`config.mk`:
```
export PLATFORM = sky130hd
export DESIGN_NAME = tick_gen
export DESIGN_NICKNAME = d
export VERILOG_FILES = /design/src/rtl/tick_gen.sv
export SDC_FILE = /design/constraint.sdc
export NUM_CORES = 1
export LEC_CHECK = 0
export CAP_MARGIN = 5
export CORE_ASPECT_RATIO = 0.5
export CORE_MARGIN = 1.5
export CORE_UTILIZATION = 57
export CTS_BUF_LIST = sky130_fd_sc_hd__clkbuf_8 sky130_fd_sc_hd__clkbuf_16
export DETAILED_ROUTE_END_ITERATION = 16
export PLACE_DENSITY = 0.75
export REMOVE_ABC_BUFFERS = 1
export SYNTH_ARGS = -nofsm -noshare
export SYNTH_HDL_FRONTEND = slang
export SYNTH_SLANG_ARGS = --single-unit
```
`constraint.sdc`:
```
create_clock -name clk -period 7.9 [get_ports clk]
set_clock_uncertainty 0.1 [all_clocks]
set_input_delay 1.185 -clock clk [delete_from_list [all_inputs] [get_ports clk]]
set_output_delay 1.185 -clock clk [all_outputs]
set_load 0.005 [all_outputs]
```
`src/rtl/tick_gen.sv`:
```
// tick_gen: multi-channel programmable clock-enable generator.
// Each channel emits a one-cycle tick every div clocks and a square wave that
// toggles on every tick. A divisor write is held in a per-channel shadow
// register and takes effect at the channel's next wrap, or at once on
// sync_clr, so a period is never cut short.
// Optional build macro TICK_GEN_STATUS_EN adds the debug readback ports
// pend_o (pending-write flags) and cnt_o (counter of channel div_sel).
module tick_gen #(
  parameter int NUM_CH      = 2,
  parameter int CNT_W       = 26,
  parameter int DEFAULT_DIV = 50_000_000,
  parameter int SEL_W       = (NUM_CH > 1) ? $clog2(NUM_CH) : 1
) (
  input  logic              clk,
  input  logic              rst_n,
  input  logic              en,
  input  logic              sync_clr,
  input  logic              div_we,
  input  logic [SEL_W-1:0]  div_sel,
  input  logic [CNT_W-1:0]  div_val,
  output logic [NUM_CH-1:0] tick,
  output logic [NUM_CH-1:0] sq
`ifdef TICK_GEN_STATUS_EN
  ,
  output logic [NUM_CH-1:0] pend_o,
  output logic [CNT_W-1:0]  cnt_o
`endif
);

  localparam logic [CNT_W-1:0] DEF_DIV = CNT_W'(DEFAULT_DIV);
  localparam logic [CNT_W-1:0] ONE     = CNT_W'(1);

  // A divisor of 0 would never wrap; it is treated as 1.
  logic [CNT_W-1:0] wr_val;
  assign wr_val = (div_val == '0) ? ONE : div_val;

`ifdef TICK_GEN_STATUS_EN
  logic [CNT_W-1:0] cnt_rb [NUM_CH];
`endif

  for (genvar g = 0; g < NUM_CH; g++) begin : g_ch
    logic [CNT_W-1:0] cnt_q, cnt_d;
    logic [CNT_W-1:0] div_q, div_d;
    logic [CNT_W-1:0] shadow_q, shadow_d;
    logic             pend_q, pend_d;
    logic             tick_q, tick_d;
    logic             sq_q, sq_d;
    logic             wr_hit;
    logic             wrap;

    // Out-of-range selects never match any channel, so such writes are dropped.
    assign wr_hit = div_we && (div_sel == SEL_W'(g));
    // cnt never exceeds div-1, because div only changes at a wrap or a clear.
    assign wrap   = (cnt_q == div_q - ONE);

    // Next-state: clear has priority, then counting, then shadow writes.
    always_comb begin
      // NOTE: every variable gets a default first, so no path can infer a latch.
      cnt_d    = cnt_q;
      div_d    = div_q;
      shadow_d = shadow_q;
      pend_d   = pend_q;
      tick_d   = 1'b0;
      sq_d     = sq_q;
      if (sync_clr) begin
        cnt_d  = '0;
        sq_d   = 1'b0;
        pend_d = 1'b0;
        if (wr_hit) begin
          // A write in the clear cycle commits together with the clear.
          shadow_d = wr_val;
          div_d    = wr_val;
        end else if (pend_q) begin
          div_d = shadow_q;
        end
      end else begin
        if (en) begin
          if (wrap) begin
            cnt_d  = '0;
            tick_d = 1'b1;
            sq_d   = ~sq_q;
            if (pend_q) begin
              div_d  = shadow_q;
              pend_d = 1'b0;
            end
          end else begin
            cnt_d = cnt_q + ONE;
          end
        end
        // A write on the wrap edge lands after the commit, so it waits a period.
        if (wr_hit) begin
          shadow_d = wr_val;
          pend_d   = 1'b1;
        end
      end
    end

    // Channel state registers.
    always_ff @(posedge clk or negedge rst_n) begin
      // NOTE: the shadow divisor is reset too, so a pending write never survives reset.
      if (!rst_n) begin
        cnt_q    <= '0;
        div_q    <= DEF_DIV;
        shadow_q <= DEF_DIV;
        pend_q   <= 1'b0;
        tick_q   <= 1'b0;
        sq_q     <= 1'b0;
      end else begin
        // NOTE: non-blocking assignments, so every register samples pre-edge values.
        cnt_q    <= cnt_d;
        div_q    <= div_d;
        shadow_q <= shadow_d;
        pend_q   <= pend_d;
        tick_q   <= tick_d;
        sq_q     <= sq_d;
      end
    end

    assign tick[g] = tick_q;
    assign sq[g]   = sq_q;
`ifdef TICK_GEN_STATUS_EN
    assign pend_o[g] = pend_q;
    assign cnt_rb[g] = cnt_q;
`endif
  end

`ifdef TICK_GEN_STATUS_EN
  // Counter readback of the selected channel; reads 0 for an unused select.
  always_comb begin
    cnt_o = '0;
    for (int i = 0; i < NUM_CH; i++) begin
      if (div_sel == SEL_W'(i)) cnt_o = cnt_rb[i];
    end
  end
`endif

endmodule

```
==> out/metrics.cfg <==
[sta]
setup_viol=0
worstMarginPinSlew_ns=1.13
min_period_ns=4.59
max_freq_mhz=218
slew_viol_final=0
tns_ns=0
hold_viol=0
fin_crit_sh_pct=58.1
rsz0062_at_grt=no
setup_slack_ns=3.31
slew_headroom_pct=24.5

[layout]
diodes=0
drive_above_1_share_pct=12.7
final_cell_mix=169 x nand2_1, 114 x dfrtp_1, 87 x nor2_1
area_delta_synth_final_pct=10.4
final_nets=1054
final_common_cell=nand2_1
final_area_um2=10400

[power]
p_total_w=0.00237
ir_drop_mv=0.165
power_density_nw_per_um2=228
power_leakage_nw=4.17

[synthesis]
synth_area_um2=9440
ys_ff_latch=162
yosys.area.top_type=dfrtp_1
synth_edf_count=0
ys_top_cells_by_area=dfrtp_1 30%, dfstp_2 13%, nand2_1 6.7%
async_reset_ff_share_pct=100
synth.distinct_cells=66
synthDominantCellAreaShare_pct=30.2
synth_flop_cell=dfrtp_1
postSynthCellCount=1022
ys_seq_area_share_pct=43.6
ys_warn_count=0
avgSynthCellArea_um2=9.23

[routing]
dr.first_iter.drc_count=705
vias=7747
wl_per_cell_um=18.1
avgViaCountPerCell=6.19
route.detailed.drc=0
ant_nets=0
detail_route.first_pass.iterations=5
drt_wl_total_um=22600

[min_path]
hold_class=reg -> reg

[place]
placed_cell_area_um2=9810
place_congestion=0.995
preCtsSetupSlack_ns=3.40
io_buffers=35
dp_hpwl_um=15600

[outcome]
status=completed

[clocking]
cts.clk_slew.worst_paths_ns=0.07
cts_buffer_depth=2
cts_hold_buf=0
htree_levels=4
cts-resized-gates=0
root_buffer=clkbuf_16
clock_sinks=162
clock_latency_ns=0.43
cts_tree=built
postCtsSetupRepairBufs=0
cts_made_buffers=17

[floorplan]
die-area_um2=17400
die_h_um=94.0
die_x_um=185
start_util_pct=59.8
num_io_pins=36
fp-row-count=32
coreArea_um2=15800

[job]
drv_cap=0

[global_route]
antenna_found_initial=0
grt_start_max_net_pins=112
grt_pass1_vias=7362
grt_pass1_wl_um=37900
grt-ovfl-total=0
grt_use_total_pct=27.9

[setup_path]
required_ns=8.15
cp-end-kind=flip-flop
worstPathArrival_ns=4.83
path_max_fanout=52
start_kind=flip-flop
crit_type=reg -> reg

-- critical path: stages (launching register included) --
cell	delay, ns
dfrtp_1	0.48
nor4_1	0.76
nand4_1	0.49
a2111oi_0	0.44
o21ai_0	0.24
a2111oi_0	0.47
a41o_2	0.91
o2bb2ai_4	0.38
a2bb2oi_1	0.22
-- worst paths after layout --
check	depth (start not counted)	endpoint	from	slack (ns)
max in group asynchronous	2	g_ch[1].cnt_q[4]$_DFFE_PN0P_	rst_n	5.62
hold / removal	2	g_ch[0].shadow_q[20]$_DFFE_PN1P_	g_ch[0].shadow_q[20]$_DFFE_PN1P_	0.36
setup / recovery	8	g_ch[1].div_q[17]$_DFFE_PN1P_	g_ch[1].div_q[8]$_DFFE_PN0P_	3.31
hold reg to reg	2	g_ch[0].shadow_q[20]$_DFFE_PN1P_	g_ch[0].shadow_q[20]$_DFFE_PN1P_	0.36
min in group asynchronous	1	g_ch[0].cnt_q[24]$_DFFE_PN0P_	rst_n	0.70
setup reg to reg	8	g_ch[1].div_q[17]$_DFFE_PN1P_	g_ch[1].div_q[8]$_DFFE_PN0P_	3.31
-- layer usage --
| layer | wire (um) | track usage, % | vias to the layer above | part of all wire [%] |
|---|---|---|---|---|
| li1 | - | - | 3649 | - |
| met5 | 0 | 0 | - | 0 |
| met1 | 10700 | 39.8 | 3830 | 47 |
| met2 | 10200 | 43.1 | 222 | 45 |
| met4 | 528 | 9.76 | 0 | 2.3 |
| met3 | 1190 | 4.65 | 46 | 5.2 |
-- per-stage QoR --
step,util [%],hold slack [ns],cells
floorplan,-,0.339,955
global placement,62.2,0.346,1220
detailed placement,62.2,0.350,1220
CTS,66.1,0.362,1252
global route,66.1,0.375,1252
finish,66.1,0.361,1252
-- registers in the layout, summed over array words and instances (netlist names) --
signal / cells
g_ch.tick_q: 2
g_ch.pend_q: 2
g_ch.shadow_q: 52
g_ch.div_q: 52
g_ch.sq_q: 2
g_ch.cnt_q: 52
-- cell usage after synthesis (all sizes together) (2+ instances only) --
| cell | number |
|---|---|
| nand4 | 25 |
| nand4b | 4 |
| a2111oi | 6 |
| xnor2 | 50 |
| o21a | 2 |
| o31ai | 6 |
| dfrtp | 114 |
| nand2 | 169 |
| nor2b | 5 |
| o211ai | 8 |
| inv | 15 |
| nor4 | 25 |
| nor3 | 22 |
| nand2b | 5 |
| nor4b | 6 |
| a21oi | 6 |
| xor2 | 57 |
| a31oi | 4 |
| or2 | 6 |
| nor3b | 3 |
| or4 | 15 |
| and3 | 9 |
| dfstp | 48 |
| o21ai | 45 |
| nor2 | 87 |
| o2111ai | 2 |
| or3 | 11 |
| and2 | 3 |
| nand3b | 32 |
| a32o | 28 |
| mux2i | 3 |
| clkbuf | 44 |
| a22oi | 2 |
| o31a | 3 |
| buf | 23 |
| nand3 | 52 |
| a211oi | 4 |
| a2bb2oi | 26 |
| mux2 | 25 |
| and4 | 3 |
| ha | 4 |
-- area by class of cell --
cell class	count	area (um^2)
repair buffers	44	419
inverters	15	56.3
multi-input cells	778	4940
well taps	221	277
fillers	1277	5360
clock buffers	19	453
clock inverters	13	160
flip-flops and latches	162	4110
-- kinds of logic after synthesis --
group,share of synthesized area [%]
and+or+nand+nor,25.8
DFF,43.6
AOI/OAI and AO/OA,12.8
xor gates and xnor gates,9.93
buffers and inverters,4.04
muxes,3.30
adders and majority gates,0.530
-- power breakdown --
part	internal (W)	switching, W	total, W	leakage [nW]
Sequential	0.000950	0.000124	0.00107	1.98
Combinational	0.000203	0.000228	0.000431	1.89
Clock	0.000515	0.000351	0.000867	0.304
(Power assumes the default switching activity.)
